==> config.mk <==
export PLATFORM = sky130hd
export DESIGN_NAME = elm_class_select_ctrl
export DESIGN_NICKNAME = d
export VERILOG_FILES = /design/src/rtl/elm_class_select_ctrl.sv
export SDC_FILE = /design/constraint.sdc
export NUM_CORES = 1
export LEC_CHECK = 0
export BUFFER_PORTS_ARGS = -buffer_cell sky130_fd_sc_hd__buf_2
export CAP_MARGIN = 20
export CORE_MARGIN = 2
export CORE_UTILIZATION = 50
export DETAILED_ROUTE_END_ITERATION = 12
export MAX_ROUTING_LAYER = met4
export PLACE_DENSITY = 0.76
export SYNTH_ARGS = -nofsm -noshare
export SYNTH_HDL_FRONTEND = slang
export SYNTH_SLANG_ARGS = --single-unit
==> constraint.sdc <==
create_clock -name clk -period 2.7 [get_ports clk]
set_input_delay 0.135 -clock clk [delete_from_list [all_inputs] [get_ports clk]]
set_output_delay 0.135 -clock clk [all_outputs]
set_load 0.05 [all_outputs]
==> src/rtl/elm_class_select_ctrl.sv <==
// Output-stage sequencer for the ELM classifier: collects one frame of signed
// class scores, finds the argmax (lowest index wins ties) and strobes the digit decoder.
module elm_class_select_ctrl #(
  parameter int unsigned SCORE_W   = 16,
  parameter int unsigned NUM_CLASS = 10,
  parameter int unsigned IDX_W     = 4
) (
  input  logic                      clk,
  input  logic                      rst_n,
  input  logic                      start,
  input  logic                      abort,
  input  logic                      score_valid,
  input  logic signed [SCORE_W-1:0] score_data,
  output logic                      score_ready,
  output logic [IDX_W-1:0]          count_data,
  output logic                      en_digit,
  output logic                      rst_digit,
  output logic signed [SCORE_W-1:0] max_score,
  output logic                      busy,
  output logic                      done
);

  localparam logic [2:0] S_IDLE    = 3'd0;
  localparam logic [2:0] S_CLEAR   = 3'd1;
  localparam logic [2:0] S_COLLECT = 3'd2;
  localparam logic [2:0] S_RESOLVE = 3'd3;
  localparam logic [2:0] S_ISSUE   = 3'd4;

  localparam logic [IDX_W-1:0] LAST_IDX = IDX_W'(NUM_CLASS - 1);

  logic [2:0]                state_q, state_d;
  logic [IDX_W-1:0]          idx_q, idx_d;
  logic                      first_q, first_d;
  logic signed [SCORE_W-1:0] best_q, best_d;
  logic [IDX_W-1:0]          best_idx_q, best_idx_d;
  logic [IDX_W-1:0]          count_data_q, count_data_d;
  logic signed [SCORE_W-1:0] max_score_q, max_score_d;
  logic                      en_digit_q, en_digit_d;
  logic                      rst_digit_q, rst_digit_d;
  logic                      done_q, done_d;
  logic                      busy_q, busy_d;
  logic                      score_ready_q, score_ready_d;

  // Next-state, datapath and registered-output decode
  always_comb begin
    state_d      = state_q;
    idx_d        = idx_q;
    first_d      = first_q;
    best_d       = best_q;
    best_idx_d   = best_idx_q;
    count_data_d = count_data_q;
    max_score_d  = max_score_q;

    case (state_q)
      S_IDLE: begin
        if (start) state_d = S_CLEAR;
      end
      S_CLEAR: begin
        idx_d   = '0;
        first_d = 1'b1;
        state_d = S_COLLECT;
      end
      S_COLLECT: begin
        // abort wins over a score arriving in the same cycle
        if (abort) begin
          state_d = S_IDLE;
        end else if (score_valid) begin
          if (first_q || (score_data > best_q)) begin
            best_d     = score_data;
            best_idx_d = idx_q;
          end
          first_d = 1'b0;
          if (idx_q == LAST_IDX) begin
            state_d = S_RESOLVE;
          end else begin
            idx_d = idx_q + IDX_W'(1);
          end
        end
      end
      S_RESOLVE: begin
        count_data_d = best_idx_q;
        max_score_d  = best_q;
        state_d      = S_ISSUE;
      end
      S_ISSUE: begin
        state_d = S_IDLE;
      end
      default: begin
        state_d = S_IDLE;
      end
    endcase

    // Strobes are registered copies of the state being entered
    rst_digit_d   = (state_d == S_CLEAR);
    score_ready_d = (state_d == S_COLLECT);
    en_digit_d    = (state_d == S_ISSUE);
    done_d        = (state_d == S_ISSUE);
    busy_d        = (state_d != S_IDLE);
  end

  always_ff @(posedge clk or negedge rst_n) begin
    if (!rst_n) begin
      state_q       <= S_IDLE;
      idx_q         <= '0;
      first_q       <= 1'b0;
      best_q        <= '0;
      best_idx_q    <= '0;
      count_data_q  <= '0;
      max_score_q   <= '0;
      en_digit_q    <= 1'b0;
      rst_digit_q   <= 1'b0;
      done_q        <= 1'b0;
      busy_q        <= 1'b0;
      score_ready_q <= 1'b0;
    end else begin
      state_q       <= state_d;
      idx_q         <= idx_d;
      first_q       <= first_d;
      best_q        <= best_d;
      best_idx_q    <= best_idx_d;
      count_data_q  <= count_data_d;
      max_score_q   <= max_score_d;
      en_digit_q    <= en_digit_d;
      rst_digit_q   <= rst_digit_d;
      done_q        <= done_d;
      busy_q        <= busy_d;
      score_ready_q <= score_ready_d;
    end
  end

  assign score_ready = score_ready_q;
  assign count_data  = count_data_q;
  assign en_digit    = en_digit_q;
  assign rst_digit   = rst_digit_q;
  assign max_score   = max_score_q;
  assign busy        = busy_q;
  assign done        = done_q;

endmodule
==> impl_metrics.json, run 1 <==
{
  "arrival_ns": 2.72,
  "drt_iter0_markers": 49,
  "drive_gt1_share_pct": 42.2,
  "place_congestion": 0.860,
  "hold_viol_final": 0,
  "drt_wl_total_um": 4610,
  "crit_path_max_incr_delay_ns": 0.39,
  "crit_path_end_kind": "flip-flop",
  "layoutNonFillerInstCount": 328,
  "gr-usage-met1_pct": 22.3,
  "ys_top_cells_by_count": "52 x dfrtp_1, 20 x mux2_2, 20 x mux2_4",
  "synthCells": 208,
  "crit_fanout": 12,
  "yosysWarnings": 0,
  "first_pass_iters": 4,
  "worstPathRequired_ns": 2.89,
  "leakage_nw": 1.53,
  "gr-usage-met2_pct": 28.0,
  "post-route-period-util_pct": 93.7,
  "antennaDiodeCount": 0,
  "synthTopCellsByArea": "dfrtp_1 50%, mux2_4 11%, ha_1 8.6%",
  "grt_max_degree": 30,
  "wl_per_cell_um": 14.1,
  "peakVddDrop_uv": 716,
  "synth_top_area_share_pct": 49.6,
  "postCtsSetupBuffers": 0,
  "fin_crit_ns": 2.53,
  "rsz0062_at_grt": "false",
  "cts-htree-levels": 2,
  "die_w_um": 76.4,
  "synth_ff_type": "dfrtp_1",
  "overflow": 0,
  "dp_hpwl_um": 3460,
  "fmax_ghz": 0.395,
  "clock_latency_ns": 0.31,
  "synth.ff_latch_count": 52,
  "grt_first_pass_wirelength_um": 7890,
  "initial_core_util_pct": 51.7,
  "io_pins": 46,
  "cts_buffers": 5,
  "maxSlewViolCount": 0,
  "synth_seq_area_share_pct": 49.6,
  "min_path_cells": 2,
  "path_class": "reg -> reg",
  "dieArea_um2": 5840,
  "fin_worst_skew_ns": 0.0102,
  "setup_tns_ns": 0,
  "drc": 0,
  "clock-root-buffer": "clkbuf_8",
  "synth_edf_count": 0,
  "synth.most_common_cell": "dfrtp_1",
  "cts_tree": "done",
  "async_reset_ff_share_pct": 100,
  "cts_sinks": 52,
  "yosysUniqueCellTypes": 40,
  "fill_cells": 440,
  "placedCellCount": 319,
  "io_buffer_count": 45,
  "hold_path.class": "in -> reg",
  "synth_nets": 247,
  "path_cells": "inv_1 > ha_1 > a21oi_1 > nor2_1 > a311o_1 > a221oi_4 > mux2i_4 > buf_12 > mux2_4",
  "dieHeight_um": 76.4,
  "grt_usage_pct": 17.6,
  "final_core_util_pct": 60.3,
  "setup-violations-final": 0,
  "syn_area_um2": 2620,
  "vias_per_cell": 5.12,
  "cap_violations": 0,
  "p_per_area_nw_per_um2": 1160,
  "clock_path_buffers": 2,
  "grt_busiest_layer": "met2",
  "max_slew.worst_pin.slew_ns": 0.681,
  "clk_pin_slew_ns": 0.09,
  "ant_nets": 0,
  "rr_worst_depth": 9,
  "final_nets": 296,
  "setup.worst_path.start_class": "flip-flop",
  "syn_to_final_growth_pct": 16.5,
  "vias": 1679,
  "rows": 26,
  "use_met3_pct": 3.79,
  "relSlewSlack_pct": 54.6,
  "status": "completed",
  "grt_pass1_vias": 1641,
  "coreArea_um2": 5070,
  "whs_ns": 0.0707,
  "synth_area_leader_cell": "dfrtp_1",
  "cp_slowest_cell": "dfrtp_1",
  "antenna_found_initial": 0,
  "postSynthAreaPerCell_um2": 12.6
}
layout make-up:
type / count / area [µm²] / area share, %
Timing Repair Buffer: 51 / 289 / 9.45
Sequential cell: 52 / 1300 / 42.6
Clock inverter: 1 / 7.51 / 0.245
Multi-Input combinational cell: 128 / 1210 / 39.7
Tap cell: 70 / 87.6 / 2.86
Clock buffer: 7 / 86.3 / 2.82
Inverter: 19 / 71.3 / 2.33
routing by layer:
layer	vias to the layer above	part of all wire, %
met2	36	49
met4	0	1.8
li1	821	-
met1	815	45
met5	-	0
met3	7	3.7
critical path: cells and delay by family (launching register included):
family,cells,cell delay (ns)
DFF,1,0.39
and+or+nand+nor,1,0.06
AOI/OAI and AO/OA,3,0.80
buffers and inverters,2,0.25
muxes,2,0.64
adders and majority gates,1,0.28
power breakdown:
group	leakage, nW	internal, mW	total (mW)	switching (mW)
clock	0.0445	0.209	0.459	0.250
sequential	0.658	1.10	1.34	0.242
combinational	0.832	0.712	1.76	1.04
total	1.53	2.02	3.55	1.54
state kept, by name, summed over array words and instances, names as in the netlist:
| register | cells |
|---|---|
| score_ready | 1 |
| best_idx_q | 4 |
| best_q | 16 |
| first_q | 1 |
| max_score | 16 |
| count_data | 4 |
| busy | 1 |
| state_q | 3 |
| idx_q | 4 |
| rst_digit | 1 |
| done | 1 |
through the flow:
stage	setup WS [ns]	power (mW)	area, µm²
5_1_grt	0.0193	3.78	3060
6_report	0.171	3.55	3060
2_1_floorplan	0.354	2.71	2620
4_1_cts	0.104	3.57	3040
3_3_place_gp	0.192	3.05	2940
3_5_place_dp	0.119	3.11	2940
layout by cell type (no fill, tap or decap), types with 2 or more instances in the layout:
master,instances
nor3_1,3
a21o_1,2
nand4_1,2
and2_1,3
dfrtp_1,52
nor2_1,11
o21ai_0,6
ha_1,18
clkbuf_8,6
a22o_1,2
mux2_2,20
inv_1,18
a21oi_1,10
buf_4,3
nand2_1,7
buf_2,45
mux2_4,20
a31oi_1,4
cells by family after synthesis:
| logic type | after synthesis | share of synthesized area (%) |
|---|---|---|
| AO/OA/AOI/OAI | 28 | 6.87 |
| adder cells (fa/ha/maj) | 18 | 8.58 |
| buffers and inverters | 28 | 5.01 |
| flip-flops | 52 | 49.6 |
| multiplexers | 41 | 20.4 |
| AND/OR/NAND/NOR | 41 | 9.54 |
timing repair:
| item | 4_1_cts | 5_1_grt |
|---|---|---|
| hold buffers | 1 | 0 |
| resized for setup | 0 | 2 |
| endpoints found under the setup margin | 0 | 8 |
| hold endpoints to repair | 27 | 0 |
final timing paths:
path	startpoint	slack, ns	end
setup / recovery	best_q[9]$_DFFE_PN0P_	0.17	best_q[12]$_DFFE_PN0P_
hold / removal	score_data[6]	0.07	best_q[6]$_DFFE_PN0P_
max in group asynchronous	rst_n	1.67	max_score[13]$_DFFE_PN0P_
min in group asynchronous	rst_n	0.38	max_score[4]$_DFFE_PN0P_
hold reg to reg	max_score[9]$_DFFE_PN0P_	0.51	max_score[9]$_DFFE_PN0P_
setup reg to reg	best_q[9]$_DFFE_PN0P_	0.17	best_q[12]$_DFFE_PN0P_
No activity file was read; power rests on OpenSTA's default activity.
==> run 2, diff against run 1 <==
--- a/config.mk
+++ b/config.mk
@@ -8,10 +8,10 @@
 export BUFFER_PORTS_ARGS = -buffer_cell sky130_fd_sc_hd__buf_2
 export CAP_MARGIN = 20
 export CORE_MARGIN = 2
-export CORE_UTILIZATION = 50
+export CORE_UTILIZATION = 48
 export DETAILED_ROUTE_END_ITERATION = 12
 export MAX_ROUTING_LAYER = met4
-export PLACE_DENSITY = 0.76
+export PLACE_DENSITY = 0.73
 export SYNTH_ARGS = -nofsm -noshare
 export SYNTH_HDL_FRONTEND = slang
 export SYNTH_SLANG_ARGS = --single-unit
==> impl_metrics.json, run 2 (synthesized netlist as in run 1, its figures left out) <==
{
  "status": "completed",
  "fin_worst_skew_ns": 0.00546,
  "vias": 1665,
  "setup_ws_ns": 0.160,
  "peakVddDrop_uv": 727,
  "cp_slowest_cell": "dfrtp_1",
  "switchingPower_mw": 1.52,
  "pre_cts_slack_ns": 0.172,
  "internal_power_mw": 2.08,
  "dp_hpwl_um": 3310,
  "dieHeight_um": 77.9,
  "antenna_found_initial": 0,
  "placedCellCount": 320,
  "fmax_ghz": 0.394,
  "stdcell_area_um2": 3060,
  "relSlewSlack_pct": 41.3,
  "first_pass_iters": 4,
  "ant_nets": 0,
  "grt_pass1_vias": 1731,
  "setup-violations-final": 0,
  "dieArea_um2": 6070,
  "netSwitchingFraction_pct": 42.1,
  "clk_pin_slew_ns": 0.09,
  "ff2ff_setup_slack_ns": 0.16,
  "drc": 0,
  "path_cells": "inv_1 > ha_1 > nand4_4 > nor2_1 > a311o_1 > a221oi_2 > mux2i_4 > buf_12 > mux2_4",
  "max_slew.worst_pin.slew_ns": 0.880,
  "wl_per_cell_um": 13.7,
  "hold_viol_final": 0,
  "clock_latency_ns": 0.30,
  "grt_first_pass_wirelength_um": 8020,
  "overflow": 0,
  "critical-path-top-delay-family": "multiplexers",
  "cts.repair.resized": 0,
  "p_clk_share_pct": 14.4,
  "final_common_cell": "dfrtp_1",
  "leakage_nw": 1.55,
  "crit_path_end_kind": "flip-flop",
  "final_nets": 297,
  "setup_tns_ns": 0,
  "clock-root-buffer": "clkbuf_8",
  "setup.worst_path.start_class": "flip-flop",
  "final_core_util_pct": 58.9,
  "dpl_cell_area_um2": 2950,
  "power_frac_seq_pct": 36.6,
  "die_w_um": 77.9,
  "cts-htree-levels": 2,
  "layoutNonFillerInstCount": 329,
  "grt_usage_pct": 17.2,
  "coreArea_um2": 5200,
  "io_pins": 46,
  "drt_wl_total_um": 4520,
  "antennaDiodeCount": 0,
  "syn_to_final_growth_pct": 16.8,
  "place_congestion": 0.809,
  "cap_violations": 0,
  "initial_core_util_pct": 50.4,
  "rsz0062_at_grt": "false",
  "p_per_area_nw_per_um2": 1170,
  "cts_buffers": 5,
  "whs_ns": 0.0733,
  "io_buffer_count": 45,
  "pwr-share-comb_pct": 48.9,
  "crit_path_max_incr_delay_ns": 0.38,
  "final_cell_mix": "52 x dfrtp_1, 45 x buf_2, 20 x mux2_4, 20 x mux2_2",
  "crit_buf_inv": 2,
  "vias_per_cell": 5.06,
  "path_class": "reg -> reg",
  "post-route-period-util_pct": 94.1,
  "cts_tree": "done",
  "clock_path_buffers": 2,
  "arrival_ns": 2.73,
  "fin_crit_ns": 2.54,
  "rows": 26,
  "grt_max_degree": 41,
  "crit_fanout": 15,
  "worstPathRequired_ns": 2.89,
  "fin_total_pwr_mw": 3.60,
  "cts_sinks": 52,
  "maxSlewViolCount": 0,
  "hold_path.class": "in -> reg",
  "drive_gt1_share_pct": 42.5,
  "drt_iter0_markers": 63
}
-- run 2: changes by cell type in the layout (fill, tap and decap cells not counted) --
cell        change
a221oi_4        -1
buf_4           +2
clkbuf_8        -1
clkinvlp_4      -1
bufinv_16       +1
a221oi_2        +1
buf_6           -1
clkinv_2        +1
-- run 2: what timing repair did --
| action | CTS | global route |
|---|---|---|
| hold endpoints to repair | 38 | 0 |
| endpoints found under the setup margin | 0 | 0 |
| hold buffers | 1 | 0 |
| buffers inserted | 0 | 0 |
-- run 2: power groups by stage --
stage | Sequential [mW] | Combinational, mW | Clock (mW)
global placement | 1.32 | 1.74 | 0
finish | 1.32 | 1.76 | 0.520
detailed placement | 1.33 | 1.77 | 0
CTS | 1.32 | 1.78 | 0.540
global route | 1.37 | 1.91 | 0.573
floorplan | 1.79 | 0.923 | 0
-- run 2: final timing paths --
check	endpoint	startpoint	depth (start not counted)
min in group asynchronous	max_score[6]$_DFFE_PN0P_	rst_n	2
worst min-delay path	best_q[13]$_DFFE_PN0P_	score_data[13]	2
max in group asynchronous	best_q[14]$_DFFE_PN0P_	rst_n	3
worst max register to register	best_q[14]$_DFFE_PN0P_	best_q[15]$_DFFE_PN0P_	9
worst max-delay path	best_q[14]$_DFFE_PN0P_	best_q[15]$_DFFE_PN0P_	9
worst min register to register	max_score[11]$_DFFE_PN0P_	max_score[11]$_DFFE_PN0P_	1
-- run 2: final cells by class --
class / instances / area, µm²
fill: 456 / 2140
clock buffer: 6 / 72.6
clock inverter: 2 / 35.0
tap: 70 / 87.6
multi-input combinational: 128 / 1200
inverter: 19 / 71.3
timing repair buffer: 52 / 293
sequential: 52 / 1300
-- run 2: per-layer routing --
layer / track usage (%) / share of wire, % / wire length [µm] / vias up
li1: - / - / - / 820
met1: 22.9 / 48 / 2190 / 802
met2: 26.1 / 46 / 2080 / 36
met3: 3.49 / 4.0 / 180 / 7
met4: 6.32 / 1.7 / 76 / 0
met5: - / 0 / 0 / -
==> run 3, diff against run 2 <==
--- a/config.mk
+++ b/config.mk
@@ -7,11 +7,14 @@
 export LEC_CHECK = 0
 export BUFFER_PORTS_ARGS = -buffer_cell sky130_fd_sc_hd__buf_2
 export CAP_MARGIN = 20
+export CELL_PAD_IN_SITES_DETAIL_PLACEMENT = 1
+export CELL_PAD_IN_SITES_GLOBAL_PLACEMENT = 1
 export CORE_MARGIN = 2
-export CORE_UTILIZATION = 48
+export CORE_UTILIZATION = 45
 export DETAILED_ROUTE_END_ITERATION = 12
 export MAX_ROUTING_LAYER = met4
-export PLACE_DENSITY = 0.73
+export PLACE_DENSITY = 0.83
+export SLEW_MARGIN = 5
 export SYNTH_ARGS = -nofsm -noshare
 export SYNTH_HDL_FRONTEND = slang
 export SYNTH_SLANG_ARGS = --single-unit
==> impl_metrics.json, run 3 (synthesized netlist as in run 1, its figures left out) <==
{
  "internal_power_mw": 2.03,
  "vias": 1725,
  "grt_usage_pct": 18.5,
  "wl_met1_um": 2320,
  "dieHeight_um": 80.4,
  "wl_per_cell_um": 16.0,
  "antenna_found_initial": 0,
  "path_class": "reg -> reg",
  "leakage_nw": 1.54,
  "final_cell_mix": "52 x dfrtp_1, 45 x buf_2, 20 x mux2_4, 20 x mux2_2",
  "io_buffer_count": 45,
  "drc": 0,
  "regArea_um2": 1300,
  "cap_violations": 0,
  "dr_wl_met2_um": 2720,
  "grt_max_degree": 44,
  "initial_core_util_pct": 47.1,
  "p_clk_share_pct": 12.6,
  "drive_gt1_share_pct": 41.9,
  "setup.worst_path.start_class": "flip-flop",
  "antennaDiodeCount": 0,
  "drt_iter0_markers": 52,
  "status": "completed",
  "dp_hpwl_um": 3860,
  "place_congestion": 0.830,
  "clk_pin_slew_ns": 0.09,
  "fmax_ghz": 0.392,
  "setup-violations-final": 0,
  "relSlewSlack_pct": 64.7,
  "rsz0062_at_grt": "false",
  "fin_crit_ns": 2.55,
  "fill_cells": 589,
  "final_nets": 296,
  "die_w_um": 80.4,
  "clock_latency_ns": 0.30,
  "dieArea_um2": 6460,
  "cts_tree": "done",
  "dr_wl_met3_um": 152,
  "max_slew.worst_pin.slew_ns": 0.529,
  "worstPathRequired_ns": 2.89,
  "syn_to_final_growth_pct": 16.5,
  "hold_path.class": "in -> reg",
  "clock_path_buffers": 2,
  "grt_first_pass_wirelength_um": 8860,
  "vias_per_cell": 5.23,
  "power_frac_seq_pct": 36.8,
  "ant_nets": 0,
  "overflow": 0,
  "final_common_cell": "dfrtp_1",
  "cts_sinks": 52,
  "placedCellCount": 321,
  "clock-root-buffer": "clkbuf_8",
  "netSwitchingFraction_pct": 43.6,
  "crit_fanout": 8,
  "fin_worst_skew_ns": 0.00666,
  "multi_input_area_um2": 1210,
  "cts_buffers": 5,
  "io_pins": 46,
  "pwr-share-comb_pct": 50.5,
  "p_per_area_nw_per_um2": 1170,
  "crit_path_end_kind": "flip-flop",
  "coreArea_um2": 5570,
  "cts-htree-levels": 2,
  "setup_tns_ns": 0,
  "postCtsSetupBuffers": 0,
  "post-route-period-util_pct": 94.4,
  "maxSlewViolCount": 0,
  "arrival_ns": 2.74,
  "layoutNonFillerInstCount": 330,
  "first_pass_iters": 2,
  "rows": 27,
  "peakVddDrop_uv": 631,
  "switchingPower_mw": 1.56,
  "grt_pass1_vias": 1780,
  "hold_viol_final": 0,
  "drt_wl_total_um": 5270,
  "maxUsedRoutingLayer": "met4"
}
## run 3: cell type report
type,count,area share [%]
multi-input cells,128,39.7
clock buffers,8,2.95
well taps,72,2.95
repair buffers,51,9.46
flip-flops and latches,52,42.6
inverters,19,2.33
## run 3: through the flow
step	hold slack [ns]	setup WS [ns]	utilization, %	total power [mW]	instance area, µm²
after global routing	0.0750	0.0304	54.8	3.83	3060
after global placement	0.000373	0.184	52.8	3.07	2940
after detailed placement	0.00423	0.0935	52.8	3.15	2940
after floorplan	-0.161	0.354	-	2.71	2620
after CTS	0.0706	0.0715	54.6	3.62	3040
final	0.0842	0.150	54.8	3.59	3060
## run 3: worst paths after layout
path | start | endpoint | slack, ns | cells after the start
min in group asynchronous | rst_n | busy$_DFF_PN0_ | 0.22 | 2
hold reg to reg | max_score[15]$_DFFE_PN0P_ | max_score[15]$_DFFE_PN0P_ | 0.50 | 1
setup / recovery | best_q[9]$_DFFE_PN0P_ | best_q[0]$_DFFE_PN0P_ | 0.15 | 9
max in group asynchronous | rst_n | max_score[2]$_DFFE_PN0P_ | 1.68 | 3
setup reg to reg | best_q[9]$_DFFE_PN0P_ | best_q[0]$_DFFE_PN0P_ | 0.15 | 9
hold / removal | score_data[9] | best_q[9]$_DFFE_PN0P_ | 0.08 | 2
## run 3: what timing repair did
| action | CTS | global route |
|---|---|---|
| setup endpoints to repair | 0 | 8 |
| endpoints found under the hold margin | 9 | 0 |
| gates resized for setup | 0 | 2 |
| hold buffers | 1 | 0 |
## run 3: metal layers
metal / track usage [%] / up-vias
li1: - / 831
met1: 23.3 / 859
met2: 30.5 / 29
met3: 3.37 / 6
met4: 5.59 / 0
met5: - / -
## run 3: worst max-delay path, stage by stage (launching register included)
cell and delay (ns):
dfrtp_1 0.39, inv_1 0.06, ha_1 0.29, a21oi_1 0.17
nor2_1 0.06, a311o_1 0.38, a221oi_4 0.25, mux2i_4 0.33
buf_6 0.20, mux2_4 0.31
## run 3: power by group through the flow
stage                     Sequential (mW)  Clock [mW]  Combinational (mW)
final                                1.32       0.454                1.81
after global routing                 1.37       0.505                1.95
after CTS                            1.33       0.472                1.82
after detailed placement             1.34           0                1.81
after global placement               1.32           0                1.75
after floorplan                      1.79           0               0.923
